$ cat src/rtl/excess3_to_binary_seq_pkg.sv
// Shared definitions for the lab code-converter family: FSM states, digit
// range limits and the reverse double-dabble correction step.
package lab_conv_pkg;

  typedef enum logic [1:0] {
    S_IDLE,
    S_CHECK,
    S_SHIFT,
    S_DONE
  } conv_state_e;

  localparam logic [3:0] EX3_OFFSET  = 4'd3;
  localparam logic [3:0] EX3_LO      = 4'b0011;
  localparam logic [3:0] EX3_HI      = 4'b1100;
  localparam logic [3:0] BCD_MAX     = 4'b1001;
  localparam logic [3:0] CORR_THRESH = 4'd8;

  // After a right shift, a BCD digit of 8 or more carried a 10 that became 8.
  function automatic logic [3:0] dabble_fix(input logic [3:0] d);
    return (d >= CORR_THRESH) ? (d - EX3_OFFSET) : d;
  endfunction

endpackage

$ cat src/rtl/excess3_digit_norm.sv
// Single-digit normaliser: maps an Excess-3 or BCD digit to BCD and flags
// codes outside the legal range for the selected mode.
module excess3_digit_norm
  import lab_conv_pkg::*;
(
  input  logic [3:0] digit_i,
  input  logic       mode_i,
  output logic [3:0] bcd_o,
  output logic       illegal_o
);

  always_comb begin
    bcd_o     = digit_i;
    illegal_o = 1'b0;
    if (mode_i) begin
      illegal_o = (digit_i > BCD_MAX);
    end else begin
      illegal_o = (digit_i < EX3_LO) || (digit_i > EX3_HI);
      bcd_o     = digit_i - EX3_OFFSET;
    end
  end

endmodule

$ cat src/rtl/excess3_to_binary_seq.sv
// Sequential multi-digit Excess-3/BCD to binary converter using reverse
// double-dabble, with start/busy/done handshake and per-digit error mask.
module excess3_to_binary_seq
  import lab_conv_pkg::*;
#(
  parameter int DIGITS = 4
) (
  input  logic                  clk_i,
  input  logic                  rst_i,
  input  logic                  start_i,
  input  logic                  mode_i,
  input  logic [4*DIGITS-1:0]   e_i,
  output logic [4*DIGITS-1:0]   b_o,
  output logic                  v_o,
  output logic [DIGITS-1:0]     err_mask_o,
  output logic                  busy_o,
  output logic                  done_o
);

  localparam int W  = 4 * DIGITS;
  localparam int CW = $clog2(W);

  conv_state_e         state_q, state_d;
  logic [W-1:0]        e_q, e_d;
  logic                mode_q, mode_d;
  logic [2*W-1:0]      sr_q, sr_d;
  logic [CW-1:0]       cnt_q, cnt_d;
  logic [W-1:0]        b_q, b_d;
  logic                v_q, v_d;
  logic [DIGITS-1:0]   mask_q, mask_d;

  logic [W-1:0]        bcd_norm;
  logic [DIGITS-1:0]   illegal;
  logic [2*W-1:0]      sr_shift;
  logic [2*W-1:0]      sr_step;

  for (genvar i = 0; i < DIGITS; i++) begin : g_norm
    excess3_digit_norm u_norm (
      .digit_i   (e_q[4*i +: 4]),
      .mode_i    (mode_q),
      .bcd_o     (bcd_norm[4*i +: 4]),
      .illegal_o (illegal[i])
    );
  end

  // Upper half holds the BCD digits, lower half collects binary from the MSB down.
  always_comb begin
    sr_shift = sr_q >> 1;
    sr_step  = sr_shift;
    for (int i = 0; i < DIGITS; i++) begin
      sr_step[W + 4*i +: 4] = dabble_fix(sr_shift[W + 4*i +: 4]);
    end
  end

  always_comb begin
    state_d = state_q;
    e_d     = e_q;
    mode_d  = mode_q;
    sr_d    = sr_q;
    cnt_d   = cnt_q;
    b_d     = b_q;
    v_d     = v_q;
    mask_d  = mask_q;
    case (state_q)
      S_IDLE, S_DONE: begin
        if (start_i) begin
          e_d     = e_i;
          mode_d  = mode_i;
          state_d = S_CHECK;
        end else begin
          state_d = S_IDLE;
        end
      end
      S_CHECK: begin
        if (|illegal) begin
          b_d     = '0;
          v_d     = 1'b0;
          mask_d  = illegal;
          state_d = S_DONE;
        end else begin
          sr_d    = {bcd_norm, {W{1'b0}}};
          cnt_d   = CW'(W - 1);
          state_d = S_SHIFT;
        end
      end
      S_SHIFT: begin
        sr_d = sr_step;
        if (cnt_q == '0) begin
          b_d     = sr_step[W-1:0];
          v_d     = 1'b1;
          mask_d  = '0;
          state_d = S_DONE;
        end else begin
          cnt_d = cnt_q - CW'(1);
        end
      end
      default: state_d = S_IDLE;
    endcase
  end

  always_ff @(posedge clk_i or posedge rst_i) begin
    if (rst_i) begin
      state_q <= S_IDLE;
      e_q     <= '0;
      mode_q  <= 1'b0;
      sr_q    <= '0;
      cnt_q   <= '0;
      b_q     <= '0;
      v_q     <= 1'b0;
      mask_q  <= '0;
    end else begin
      state_q <= state_d;
      e_q     <= e_d;
      mode_q  <= mode_d;
      sr_q    <= sr_d;
      cnt_q   <= cnt_d;
      b_q     <= b_d;
      v_q     <= v_d;
      mask_q  <= mask_d;
    end
  end

  assign b_o        = b_q;
  assign v_o        = v_q;
  assign err_mask_o = mask_q;
  assign busy_o     = (state_q == S_CHECK) || (state_q == S_SHIFT);
  assign done_o     = (state_q == S_DONE);

endmodule

$ cat config.mk
export PLATFORM = sky130hd
export DESIGN_NAME = excess3_to_binary_seq
export DESIGN_NICKNAME = d
export VERILOG_FILES = /design/src/rtl/excess3_to_binary_seq_pkg.sv /design/src/rtl/excess3_digit_norm.sv /design/src/rtl/excess3_to_binary_seq.sv
export SDC_FILE = /design/constraint.sdc
export NUM_CORES = 1
export LEC_CHECK = 0
export CAP_MARGIN = 20
export CORE_MARGIN = 4
export CORE_UTILIZATION = 51
export DETAILED_ROUTE_END_ITERATION = 10
export PLACE_DENSITY = 0.76
export SLEW_MARGIN = 20
export SYNTH_ARGS = -nofsm -noshare
export SYNTH_HDL_FRONTEND = slang
export SYNTH_SLANG_ARGS = --single-unit
$ cat constraint.sdc
create_clock -name clk_i -period 2.5 [get_ports clk_i]
set_clock_uncertainty 0.15 [all_clocks]
set_input_delay 0.375 -clock clk_i [delete_from_list [all_inputs] [get_ports clk_i]]
set_output_delay 0.375 -clock clk_i [all_outputs]
set_load 0.05 [all_outputs]
### Yosys cells after proc, flatten, opt, wreduce, memory -nomap -nowiden

Cells that the tools add are included.

* muxes and demuxes: 30
* $add $sub $neg: 9
* equality and inequality tests: 7
* magnitude comparators: 16
* reduce and logical (&&, ||, !) cells: 14

Operators by type and width (count)
* 32-bit case mux with 2 select lines: 1
* 4-bit 2-to-1 mux: 12
* 4-bit > comparator, second input constant: 8
* 16-bit 2-to-1 mux: 2
* 32-bit 2-to-1 mux: 1
* 16-bit case mux with 2 select lines: 1
* 4-bit by 2-bit subtractor with 4-bit output, second input constant: 7
* 4-bit by 2-bit < comparator with 1-bit output, second input constant: 4
* 4-bit case mux with 2 select lines: 2
* 4-bit >= comparator, second input constant: 3
* 1-bit 2-to-1 mux: 8
* 2-bit != test, second input constant: 4
* 2-bit case mux with 3 select lines: 1
* 3-bit AND reduction: 2
* 1-bit logical OR: 5
* 2-bit equality test, second input constant: 2
* 3-bit by 4-bit >= comparator with 1-bit output, second input constant: 1
* 4-bit zero test: 1
* 2-bit AND reduction: 2
* 4-bit OR reduction: 1
* 3-bit by 2-bit subtractor with 4-bit output, second input constant: 1
* 4-bit by 1-bit subtractor with 4-bit output, second input constant: 1
* 2-bit by 1-bit equality test with 1-bit output, second input constant: 1
* 2-bit zero test: 1
* 4 further kinds: 4

* logic and storage cells: 84
* register bits: 76

### Depth between registers and ports, before layout

* depth after elaboration: 6
* mapped depth: 10

### Modules after synthesis

From an unflattened synthesis, not the netlist that was laid out.

* cell total of the unflattened synthesis: 357
* area total of the unflattened synthesis: 4124.0 µm²

Modules (own cells, without submodules)
* excess3_to_binary_seq: cells each 285, area each 3553.4 µm², instances 1
* excess3_digit_norm: cells each 18, area each 142.6 µm², instances 4

### Worst setup path after synthesis

OpenSTA, ideal clock, no wires.

* kind: register to register
* start: register e_q[12]
* end: register sr_q[1]
* path buffers: 1
* data arrival time: 1.928 ns
* period minus slack after synthesis: 2.199 ns
* cell stages (with the launch flop): 9
* path slack: 0.301 ns
* library setup time: 0.121 ns
* cell sequence: dfrtp_1 inv_1 ha_1 and3b_1 a311oi_1 a41o_2 nand2_4 buf_6 a22o_1

* longest elaborated chain between the ends: 6
* elaborated cells between the ends (all ways): 8
* those cells by class: 3 x order compare; 1 x eq/ne; 1 x mux; 3 x reduce/logical

RTL lines
* start, declared: RTL line excess3_to_binary_seq.sv:24 `logic [W-1:0] e_q, e_d;`
* start signal, assigned: RTL line excess3_to_binary_seq.sv:104 `e_q <= '0;`
* start signal, assigned: RTL line excess3_to_binary_seq.sv:113 `e_q <= e_d;`
* 4-bit by 2-bit < comparator with 1-bit output or 4-bit > comparator (tied branches): RTL line excess3_digit_norm.sv:18 `illegal_o = (digit_i < EX3_LO) || (digit_i > EX3_HI);`
* 1-bit logical OR: RTL line excess3_digit_norm.sv:18
* 1-bit 2-to-1 mux *: RTL line excess3_digit_norm.sv:15 `if (mode_i) begin`
* 4-bit OR reduction *: RTL line excess3_to_binary_seq.sv:75 `if (|illegal) begin`
* 2-bit != test (no line) *
* 2-bit AND reduction (no line) *
* end signal, assigned: RTL line excess3_to_binary_seq.sv:115 `sr_q <= sr_d;`
* end, declared: RTL line excess3_to_binary_seq.sv:26 `logic [2*W-1:0] sr_q, sr_d;`

Mark *: on every way between the ends. The rest lies on a longest branch, timed or not.
A chain may end at the register's enable or synchronous reset.

### Final worst setup path

* start: register e_q[8]
* end: register sr_q[16]

The elaborated chain is that of the path after synthesis.

==> impl_metrics.toml <==
[sta]
fmax_mhz = 422
hold_viol = 0
rsz0062_at_grt = "no"
max_slew.worst_pin.slew_ns = 0.499
relSlewSlack = 0.666
finalCritPeriodShare = 0.947
slew_violations = 0
setup_violations = 0
period_needed_ns = 2.37

[outcome]
status = "finished clean"

[clock_network]
cts_buffer_depth = 2
cts_root_buffer = "clkbuf_8"
clk_pin_slew_worst_paths_ns = 0.09
cts.sink_count = 75
numCtsBuffers = 9
cts_setup_buffers = 0
clk_latency_ns = 0.35
htreeDepth = 3
ctsHoldBuffers = 0
cts_tree = "yes"

[detailed_routing]
firstDrtPassIters = 4
routed_wire_length_per_instance_um = 14.2
drt_wl_total_um = 7030
ant_nets = 0
viasPerCell = 5.50
vias = 2730
drt_drc_violations_left = 0
drt_iter0_markers = 140

[global_route]
grt_usage = 0.171
gr-total-overflow = 0
grt_max_degree = 76
grt_pass1_wl_um = 12200
grt_pass1_vias = 2688
grt_antenna_before_repair = 0

[worst_setup_path]
critical_path_class = "reg -> reg"
cp-end-kind = "flop"
critPathArrivalTime_ns = 2.44
startpoint_type = "flop"
crit_required_ns = 2.58
reg2regPathDepth = 8
crit_fanout = 28

[synthesis]
ys_types = 42
postSynthCellCount = 343
synth_top_area_frac = 0.483
synth.yosys.seq_area_share = 0.483
synth_most_common_cell = "dfrtp_1"
synthFlopType = "dfrtp_1"
ys_warn_count = 0
synthesis.nets = 388
synth_edf_count = 0
syn-cell-area_mm2 = 0.00389
async_reset_ff_frac = 1.00
synth_common_cells = "75 x dfrtp_1, 31 x a22o_1, 25 x ha_1, 24 x mux2_2, 22 x inv_1"
avgSynthCellArea_um2 = 11.3
synth_area_leader_cell = "dfrtp_1"
ys_seq_elements = 75
synth.area.top_cells = "dfrtp_1 48%, ha_1 8.0%, a22o_1 7.0%"

[placed_design]
dp_hpwl_um = 4930
placed_cells = 480
globalplace.congestion = 0.836
io_buffer_count = 42

[cells_and_area]
final_util = 0.645
final_cell_count_no_fill = 496
diodes = 0
fill_cells = 580
nets = 437
seq_area_mm2 = 0.00188
syn2layout_area_growth_pct = 21.7
multi_input_area_mm2 = 0.00185
drive_gt1_frac = 0.161

[floorplan]
dieArea_mm2 = 0.00908
die_x_um = 95.3
die_h_um = 95.3
initial_core_util = 0.530
coreArea_mm2 = 0.00733
io_pins = 43
rows = 31

[power]
irDropWorstVdd_mv = 0.714
power_leakage_uw = 0.00221
power_uw = 6690
p_per_area_mw_per_mm2 = 1410

[hold_path]
hold_class = "in -> async"

[flow_run]
drv_cap = 0
layout make-up:
| class | instances | area share |
|---|---|---|
| timing repair buffer | 56 | 0.116 |
| multi-input combinational | 228 | 0.391 |
| clock buffer | 9 | 0.0262 |
| sequential | 75 | 0.397 |
| inverter | 22 | 0.0175 |
| tap | 99 | 0.0262 |
| clock inverter | 7 | 0.0262 |
cell families after synthesis:
logic type | Yosys count | share of synthesized area
AOI/OAI and AO/OA | 94 | 0.177
DFF | 75 | 0.483
muxes | 35 | 0.0979
and+or+nand+nor | 56 | 0.0744
buffers and inverters | 40 | 0.0470
adders and majority gates | 25 | 0.0805
xor gates and xnor gates | 18 | 0.0406
per-layer routing:
metal,GRT usage,vias up,routed length [µm]
met4,0.0769,0,96
met3,0.0371,9,295
met5,0,-,0
li1,-,1335,-
met1,0.223,1334,3380
met2,0.274,52,3260
power by group:
part	internal (µW)	switching (µW)
logic	1580	1790
clock network	672	473
registers	1670	502
total	3920	2770
sequential cells by signal, summed over array words and instances (netlist names):
register and cells:
sr_q 31, b_o 16, e_q 16, cnt_q 4
err_mask_o 4, state_q 2, mode_q 1, v_o 1
layout by cell type (no fill, tap or decap), types with 4 or more instances in the layout:
cell             instances
nor4_1                   4
mux2_2                  24
a21o_1                   6
ha_1                    25
mux2i_1                 11
dfrtp_1                 73
a211oi_1                10
clkdlybuf4s50_1         41
a22o_1                  31
nor3_1                   6
buf_4                   13
clkbuf_8                 9
nor2_1                  17
xor2_1                  10
a21oi_1                 18
xnor2_1                  8
inv_1                   21
a31oi_1                  4
o21ai_0                 12
nand2_1                 14
path summary, 6_finish.rpt:
path                                 endpoint          start  slack [ns]
worst max-delay path                 sr_q[16]         e_q[8]        0.13
worst min-delay path                   b_o[9]          rst_i        0.27
worst max register to register       sr_q[16]         e_q[8]        0.13
worst min register to register  err_mask_o[1]  err_mask_o[1]        0.34
max in group asynchronous              mode_q          rst_i        1.60
min in group clk_i              err_mask_o[1]  err_mask_o[1]        0.34
worst max-delay path, stage by stage (launching register included):
cell and delay [ns]:
dfrtp_2 0.46, inv_1 0.07, ha_1 0.17, and4bb_1 0.21, a211oi_1 0.28, buf_4 0.18
a41o_2 0.25, nand2_8 0.16, mux2_2 0.32
stage by stage:
| step | instance area [µm²] | setup slack, ns | hold slack (ns) | setup TNS (ns) |
|---|---|---|---|---|
| after floorplan | 3890 | 0.0650 | 0.316 | 0 |
| after global placement | 4460 | 0.0412 | 0.311 | 0 |
| after detailed placement | 4460 | -0.0171 | 0.321 | -0.0703 |
| after CTS | 4720 | 0.0294 | 0.285 | 0 |
| after global routing | 4730 | 0.0165 | 0.300 | 0 |
| final | 4730 | 0.133 | 0.268 | 0 |
timing repair:
action | 4_1_cts | 5_1_grt
setup endpoints to repair | 23 | 21
resized for setup | 2 | 3
gates cloned | 0 | 0
Note: power is estimated with default switching activity, not from simulation.
